**src/rtl/hdmi_row_sched_pkg.sv**
```systemverilog
// Shared constants, state encoding and coordinate type for the HDMI row scheduler.
package hdmi_row_sched_pkg;

  localparam int unsigned OUT_ROWS = 1080;
  localparam int unsigned SRC_ROWS = 480;
  localparam int unsigned FRAC_W   = 5;
  localparam int unsigned INT_W    = 10;
  localparam int unsigned COORD_W  = INT_W + FRAC_W;
  localparam int unsigned ROW_W    = 11;
  localparam int unsigned COE_W    = 11;
  localparam int unsigned ROI_W    = 16;
  localparam int unsigned CMP_W    = 17;
  localparam int unsigned PROD_W   = 22;
  localparam int unsigned PINT_W   = PROD_W - FRAC_W;

  localparam logic [ROW_W-1:0]  LAST_ROW = ROW_W'(OUT_ROWS - 1);
  localparam logic [INT_W-1:0]  SAT_INT  = INT_W'(SRC_ROWS - 1);
  localparam logic [PINT_W-1:0] SAT_PINT = PINT_W'(SRC_ROWS - 1);

  // One-hot scheduler states
  typedef enum logic [2:0] {
    ST_IDLE  = 3'b001,
    ST_RUN   = 3'b010,
    ST_FLUSH = 3'b100
  } sched_state_t;

  // Source-row coordinate {integer row, fractional phase}
  typedef struct packed {
    logic [INT_W-1:0]  int_part;
    logic [FRAC_W-1:0] frac;
  } coord_t;

  // Clamp a scaled product to the last source row; the last row has no
  // neighbour below, so its fractional phase is always zero.
  function automatic coord_t sat_coord(input logic [PROD_W-1:0] prod);
    coord_t c;
    if (prod[PROD_W-1:FRAC_W] > SAT_PINT) begin
      c.int_part = SAT_INT;
      c.frac     = '0;
    end else begin
      c.int_part = prod[FRAC_W+INT_W-1:FRAC_W];
      c.frac     = prod[FRAC_W-1:0];
      if (c.int_part == SAT_INT) begin
        c.frac = '0;
      end
    end
    return c;
  endfunction

endpackage

```
**src/rtl/hdmi_row_coord.sv**
```systemverilog
// Three-stage ROI compare / scale / saturate pipeline for one output row per clock.
module hdmi_row_coord
  import hdmi_row_sched_pkg::*;
(
  input  logic                clk,
  input  logic                rst,
  input  logic                en,
  input  logic                issue,
  input  logic [ROW_W-1:0]    row,
  input  logic [COE_W-1:0]    coe,
  input  logic [ROI_W-1:0]    bh,
  input  logic [ROI_W-1:0]    eh,
  output logic [COORD_W-1:0]  coord,
  output logic                coord_vld,
  output logic                coord_we_c,
  output logic                drained_c
);

  logic signed [CMP_W-1:0] row_s;
  logic signed [CMP_W-1:0] bh_s;
  logic signed [CMP_W-1:0] eh_s;
  logic                    in_roi_c;

  logic                    s0_vld;
  logic                    s0_in_roi;
  logic [ROW_W-1:0]        s0_diff;

  logic                    s1_vld;
  logic                    s1_in_roi;
  logic [PROD_W-1:0]       s1_prod;

  logic                    s2_vld;
  logic                    s2_in_roi;
  coord_t                  s2_coord;

  // Signed ROI window test on the issued row
  always_comb begin
    row_s    = $signed(CMP_W'(row));
    bh_s     = $signed({bh[ROI_W-1], bh});
    eh_s     = $signed({eh[ROI_W-1], eh});
    in_roi_c = (row_s >= bh_s) && (row_s <= eh_s);
  end

  // S0: capture ROI flag and offset into the ROI
  always_ff @(posedge clk) begin
    if (rst) begin
      s0_vld    <= 1'b0;
      s0_in_roi <= 1'b0;
      s0_diff   <= '0;
    end else if (en) begin
      s0_vld    <= issue;
      s0_in_roi <= issue & in_roi_c;
      s0_diff   <= ROW_W'(row_s - bh_s);
    end
  end

  // S1: scale offset by the rate coefficient
  always_ff @(posedge clk) begin
    if (rst) begin
      s1_vld    <= 1'b0;
      s1_in_roi <= 1'b0;
      s1_prod   <= '0;
    end else if (en) begin
      s1_vld    <= s0_vld;
      s1_in_roi <= s0_in_roi;
      s1_prod   <= PROD_W'(s0_diff) * PROD_W'(coe);
    end
  end

  // S2: saturate to the source image, black rows carry a zero coordinate
  always_ff @(posedge clk) begin
    if (rst) begin
      s2_vld    <= 1'b0;
      s2_in_roi <= 1'b0;
      s2_coord  <= '0;
    end else if (en) begin
      s2_vld    <= s1_vld;
      s2_in_roi <= s1_in_roi;
      s2_coord  <= s1_in_roi ? sat_coord(s1_prod) : coord_t'('0);
    end
  end

  assign coord      = s2_coord;
  assign coord_vld  = s2_in_roi;
  // Write strobe must drop in the same cycle the FIFO reports full
  assign coord_we_c = s2_vld & en;
  // Nothing left in flight once the current S2 entry (if any) is written
  assign drained_c  = ~s0_vld & ~s1_vld & (~s2_vld | en);

endmodule

```
**src/rtl/hdmi_row_sched.sv**
```systemverilog
// Per-frame row scheduler: issues 1080 rows into the coordinate pipeline and
// latches resize parameters once per frame.
module hdmi_row_sched
  import hdmi_row_sched_pkg::*;
(
  input  logic                clk,
  input  logic                frst,
  input  logic                i_frame_start,
  input  logic [COE_W-1:0]    i_rate_coe,
  input  logic [ROI_W-1:0]    i_roi_bh,
  input  logic [ROI_W-1:0]    i_roi_eh,
  output logic [COORD_W-1:0]  o_fix_h,
  output logic                o_fix_h_vld,
  output logic                o_fix_h_we,
  input  logic                i_fix_h_full,
  output logic                o_busy,
  output logic                o_frame_done,
  output logic                o_overrun
);

  sched_state_t       state;
  logic [ROW_W-1:0]   row_cnt;
  logic [COE_W-1:0]   coe_sh;
  logic [ROI_W-1:0]   bh_sh;
  logic [ROI_W-1:0]   eh_sh;
  logic               en;
  logic               issue;
  logic               drained;

  assign en    = ~i_fix_h_full;
  assign issue = (state == ST_RUN) & en;

  hdmi_row_coord u_coord (
    .clk        (clk),
    .rst        (frst),
    .en         (en),
    .issue      (issue),
    .row        (row_cnt),
    .coe        (coe_sh),
    .bh         (bh_sh),
    .eh         (eh_sh),
    .coord      (o_fix_h),
    .coord_vld  (o_fix_h_vld),
    .coord_we_c (o_fix_h_we),
    .drained_c  (drained)
  );

  // Frame FSM, row counter, parameter shadows and status pulses
  always_ff @(posedge clk) begin
    if (frst) begin
      state        <= ST_IDLE;
      row_cnt      <= '0;
      coe_sh       <= '0;
      bh_sh        <= '0;
      eh_sh        <= '0;
      o_frame_done <= 1'b0;
      o_overrun    <= 1'b0;
    end else begin
      o_frame_done <= 1'b0;
      o_overrun    <= 1'b0;
      case (state)
        ST_IDLE: begin
          if (i_frame_start) begin
            coe_sh  <= i_rate_coe;
            bh_sh   <= i_roi_bh;
            eh_sh   <= i_roi_eh;
            row_cnt <= '0;
            state   <= ST_RUN;
          end
        end
        ST_RUN: begin
          o_overrun <= i_frame_start;
          if (en) begin
            if (row_cnt == LAST_ROW) begin
              row_cnt <= '0;
              state   <= ST_FLUSH;
            end else begin
              row_cnt <= row_cnt + ROW_W'(1);
            end
          end
        end
        ST_FLUSH: begin
          o_overrun <= i_frame_start;
          if (drained) begin
            o_frame_done <= 1'b1;
            state        <= ST_IDLE;
          end
        end
        default: begin
          state <= ST_IDLE;
        end
      endcase
    end
  end

  assign o_busy = (state != ST_IDLE);

endmodule
```
**config.mk**
```make
export PLATFORM = sky130hd
export DESIGN_NAME = hdmi_row_sched
export DESIGN_NICKNAME = d
export VERILOG_FILES = /design/src/rtl/hdmi_row_sched_pkg.sv /design/src/rtl/hdmi_row_coord.sv /design/src/rtl/hdmi_row_sched.sv
export SDC_FILE = /design/constraint.sdc
export NUM_CORES = 1
export LEC_CHECK = 0
export ABC_AREA = 1
export ABC_CLOCK_PERIOD_IN_PS = 4900
export BUFFER_PORTS_ARGS = -buffer_cell sky130_fd_sc_hd__buf_2
export CAP_MARGIN = 20
export CORE_UTILIZATION = 50
export DETAILED_ROUTE_END_ITERATION = 7
export GPL_TIMING_DRIVEN = 0
export PLACE_DENSITY = 0.74
export SKIP_CTS_REPAIR_TIMING = 1
export SYNTH_ARGS = -nofsm -noshare
export SYNTH_HDL_FRONTEND = slang
export SYNTH_HIERARCHICAL = 1
export SYNTH_SLANG_ARGS = --single-unit
export TNS_END_PERCENT = 50
```
**constraint.sdc**
```tcl
create_clock -name clk -period 4.9 [get_ports clk]
set_input_delay 0.98 -clock clk [delete_from_list [all_inputs] [get_ports clk]]
set_output_delay 0.98 -clock clk [all_outputs]
set_load 0.01 [all_outputs]
```
Yosys cells after proc, flatten, opt, wreduce, memory -nomap -nowiden. Index checks and enable logic that the tools add are counted.

Add/subtract/negate cells: 2. Multipliers: 1. Order comparisons: 3. Equal/unequal tests: 10. Mux-type cells: 13. Bitwise logic cells: 12. Reduce and logical (&&, ||, !) cells: 8.

Operators with widths (count): 11-bit 2-to-1 mux (3); 15-bit 2-to-1 mux (2); 11-bit by 11-bit multiplier with 22-bit output (1); 11-bit case mux with 2 select lines (1); 17-bit by 9-bit greater-than comparator with 1-bit output (second input constant) (1); 12-bit by 16-bit >= comparator with 1-bit output (1); 12-bit by 16-bit less-or-equal comparator with 1-bit output (1); 3-bit 2-to-1 mux (4); 11-bit by 1-bit adder with 11-bit output (second input constant) (1); 11-bit == test (second input constant) (1); 11-bit subtractor (1); 10-bit by 9-bit == test with 1-bit output (second input constant) (1); 3-bit case mux with 3 select lines (1); 2-bit != test (second input constant) (3); 1-bit inverter (6); 2-bit OR reduction (3); 1-bit AND (5); 5-bit 2-to-1 mux (1); 4-bit AND reduction (1); 3-bit by 1-bit == test with 1-bit output (second input constant) (1); 3-bit by 2-bit == test with 1-bit output (second input constant) (1); 3-bit == test (second input constant) (1); 3-bit by 1-bit != test with 1-bit output (second input constant) (1); 3-bit AND reduction (1); other kinds (6) (6).

Bits in registers: 113. Word-level logic and storage cells: 66.

Logic depth before layout (Yosys ltp).
Depth in word-level cells: 5. Mapped depth: 25.

Modules after synthesis. Netlist, hierarchy kept.

Modules (own cells, without submodules): hdmi_row_coord (instances 1, cells each 1051, area each 7260.7 um2, seq. area each 1081.0 um2); hdmi_row_sched (instances 1, cells each 322, area each 2341.0 um2, seq. area each 1181.1 um2).

Least setup slack after synthesis. Ideal clock, no wire load.

Path kind: register to register. From: register u_coord.s0_diff[7]. To: register u_coord.s1_prod[16]. Library setup time: 0.109 ns. Arrival: 4.483 ns. Slack: 0.308 ns. Stages on the path, launching flop included: 21. Path buffers: 1. Clock period less this slack: 4.592 ns. Path through: dfxtp_1 > clkbuf_1 > nand2_1 > fa_1 > inv_1 > fa_1 > fa_1 > fa_1 > inv_1 > fa_1 > inv_1 > ha_1 > a21oi_1 > a21boi_0 > nand2_2 > nand2_1 > nand2_1 > nand2_1 > nand3_1 > nand2_1 > inv_1.

Word-level cells in the longest chain between the ends: 1.

RTL lines: start: declaration (RTL line hdmi_row_coord.sv:26) `logic [ROW_W-1:0] s0_diff;`; start signal: assignment (RTL line hdmi_row_coord.sv:53) `s0_diff <= ROW_W'(row_s - bh_s);`; 11-bit by 11-bit multiplier with 22-bit output (RTL line hdmi_row_coord.sv:66) `s1_prod <= PROD_W'(s0_diff) * PROD_W'(coe);`; end signal: assignment (RTL line hdmi_row_coord.sv:66); end: declaration (RTL line hdmi_row_coord.sv:30) `logic [PROD_W-1:0] s1_prod;`.

Every way passes these cells. A chain may end at the register's enable or synchronous reset.

Worst setup path in the final report.
From: register u_coord.s0_diff[4]. To: register u_coord.s1_prod[19].

The elaborated chain is that of the path after synthesis.

==> metrics.txt <==
share of the synthesized area in the top cell type 23.6%; Die Outline Area 19800 um^2; post-detail-place hpwl 17.9 mm; crit share post-route around 95%; number of failing hold endpoints at the final stage 0; number of buffers created by CTS 17; type of the most critical hold path reg -> reg; Chip Width 141 um; count of TritonRoute iterations in the first routing pass 5; Post-Syn Nets 1584; port bufs 66; relative slew slack between 60% and 70%; CP Data Arrival Time 4.97 ns; maximum capacitance violations 0; Synth area leader dfxtp_1; type of element capturing the critical path flop; hold wc startpoint u_coord/coord[14]; Diodes inserted 0; global-route total usage across every layer 24.9%; number of pins exceeding their max-slew limit in the final report 0; number of buffers on the longest clock path 2; final setup skew roughly 0.0094 ns; peak supply drop between 0.2 and 0.3 mV; Layout Cell Area excl Fill between 10000 and 15000 um^2; biggest fanout along the worst timing path 10; total power divided by cell area 356 nW/um^2; number of standard-cell rows in the floorplan 50; Leakage 0.00626 uW; required time worst endpoint 5.21 ns; portion of the post-synthesis area used by sequential elements 23.6%; dominant cells by area after synthesis dfxtp_1, fa_1, inv_1; wire length reported by the detailed router 22.8 mm; mean area per synthesized cell 6.99 um^2; Area growth, synth to finish 14.3%; number of different library cells in the post-synthesis netlist 36; H-tree levels 4; Worst path slowest cell fa_1; first-pass GRT wire length 39.0 mm; DRC 0; TritonCTS clock tree built; worst r2r dst u_coord/s1_prod[19]; number of clock sinks seen by CTS ~110; Setup-failing EPs final 0; final critical path time including I/O delays and setup 4.66 ns; start of the worst register-to-register path u_coord/s0_diff[4]; CP delay by family, top adder cells; transition time at the pin with the least slew margin about 0.53 ns; Core Area approximately 19000 um^2; count of buffer and inverter cells on the critical path 6; number of nets with antenna violations after routing 0; number of violations reported at the end of detailed-routing iteration 0 479; count leader, synth inv_1; initial antenna violation count 0; critical path start-end classification reg -> reg; top cells by count, synth inv_1, nand2_1, nor2_1; Die Y-Extent between 100 and 150 um; setup slack at placement -0.321 ns; net total in the final layout ~1700; Skew-Pair Late Insertion Delay 0.42 ns; instance area after placement 10200 um^2; run status completed; final worst-path setup slack around 0.24 ns; worst reg2reg path depth 21; Initial Utilization between 50% and 60%; Yosys warnings 6; final RePlAce weighted congestion approximately 0.9; FF+latch count, synth around 110; f_max 215 MHz; r2r setup slk 0.24 ns; ordered list of cells on the worst path buf_6, nand2_1, fa_1, inv_1, fa_1, ha_1, fa_1, inv_1, fa_1, inv_1, ha_1, a21oi_1, inv_1, a21oi_1, nand2_1, nand3_1, nand2_1, nand2_1, nand3_1, nand2_1, inv_1; largest net degree at the start of global routing 17; vias in the first global route 8336; terminating pin of the worst hold path u_coord/coord[14]; Root Driver clkbuf_16; gate count after technology mapping 1373; Synth async-reset ratio 0%; slowest stage delay, CP 0.55 ns; setup total negative slack 0 ns; DR vias/cell just over 5; detail-routed net length per standard cell around 13 um; number of synthesized flops with an enable pin 0; clk slew on worst S/H paths 0.06 ns; Stages on worst setup path 21; total I/O pin count 67; Post-synth top flop dfxtp_1; final total power just under 4000 uW; grt ovf 0; instance count along the most critical hold path 2; fraction of layout instances using a drive strength above 1 11.6%; Vias 8603; Worst Setup Start Kind flop; summed instance area of the synthesized netlist 9600 um^2
kinds of logic (layout without fill, tap and decap cells):
kind of cell	count (synthesis)	in the layout	synth area share [%]
AND/OR/NAND/NOR	534	534	22.9
buffers and inverters	369	464	14.7
AO/OA/AOI/OAI	179	179	9.88
adder cells (fa/ha/maj)	164	164	27.7
flip-flops	113	113	23.6
XOR/XNOR	14	14	1.28
worst register-to-register path: stages (launching register included):
cell	delay, ns
dfxtp_2	0.38
buf_6	0.18
nand2_1	0.09
fa_1	0.54
inv_1	0.05
fa_1	0.47
ha_1	0.34
fa_1	0.55
inv_1	0.06
fa_1	0.52
inv_1	0.04
ha_1	0.36
a21oi_1	0.21
inv_1	0.08
a21oi_1	0.13
nand2_1	0.13
nand3_1	0.13
nand2_1	0.06
nand2_1	0.06
nand3_1	0.07
nand2_1	0.08
inv_1	0.03
layout by cell type, fill, tap and decap left out, drive strengths merged, types with 40 or more instances in the layout:
master | synthesis | layout
nand3 | 56 | 56
inv | 316 | 317
buf | 13 | 95
nor2 | 171 | 171
dfxtp | 113 | 113
clkbuf | 40 | 40
o21ai | 85 | 85
fa | 81 | 81
ha | 83 | 83
a21oi | 74 | 74
nand2 | 283 | 283
report_power, final:
group / internal [uW] / switching [uW] / total [uW]
Clock: 758 / 443 / 1200
Sequential: 1040 / 105 / 1150
Combinational: 574 / 985 / 1560
routing by layer:
metal  GRT usage (%)  vias up  routed length (um)
met5               0        -                   0
met2            41.2      215               10700
met3            3.77       36                 991
met1            32.8     4025               10600
li1                -     4327                   -
met4            9.32        0                 485
worst max-delay path by stage:
stage	start	endpoint	slack, ns
after floorplan	u_coord/s0_diff[7]	u_coord/s1_prod[16]	0.31
after global placement	coe_sh[3]	u_coord/s1_prod[16]	-0.20
after detailed placement	u_coord/s0_diff[8]	u_coord/s1_prod[16]	-0.32
after CTS	u_coord/s0_diff[8]	u_coord/s1_prod[16]	-0.35
after global routing	u_coord/s0_diff[1]	u_coord/s1_prod[18]	-0.004
final	u_coord/s0_diff[4]	u_coord/s1_prod[19]	0.24
through the flow:
stage               util, %  cells  hold WS, ns
floorplan                 -   1373        0.446
global route           58.5   1702        0.482
CTS                    57.6   1705        0.460
finish                 58.5   1702        0.448
detailed placement     54.5   1673        0.451
global placement       54.5   1673        0.431
cell type report:
cell class / count / area [um^2]
fillers: 1772 / 7790
multi-input cells: 891 / 5980
flip-flops and latches: 113 / 2290
inverters: 316 / 1190
clock buffers: 19 / 443
repair buffers: 67 / 338
plain buffers: 49 / 313
well taps: 234 / 293
clock inverters: 13 / 138
sequential cells by signal (all words and copies together) (netlist names), 3 cells and up:
name             cells
coe_sh              11
row_cnt             11
bh_sh               16
eh_sh               16
u_coord/s1_prod     22
state                3
u_coord/s0_diff     11
u_coord/coord       15
(Power assumes the default switching activity.)
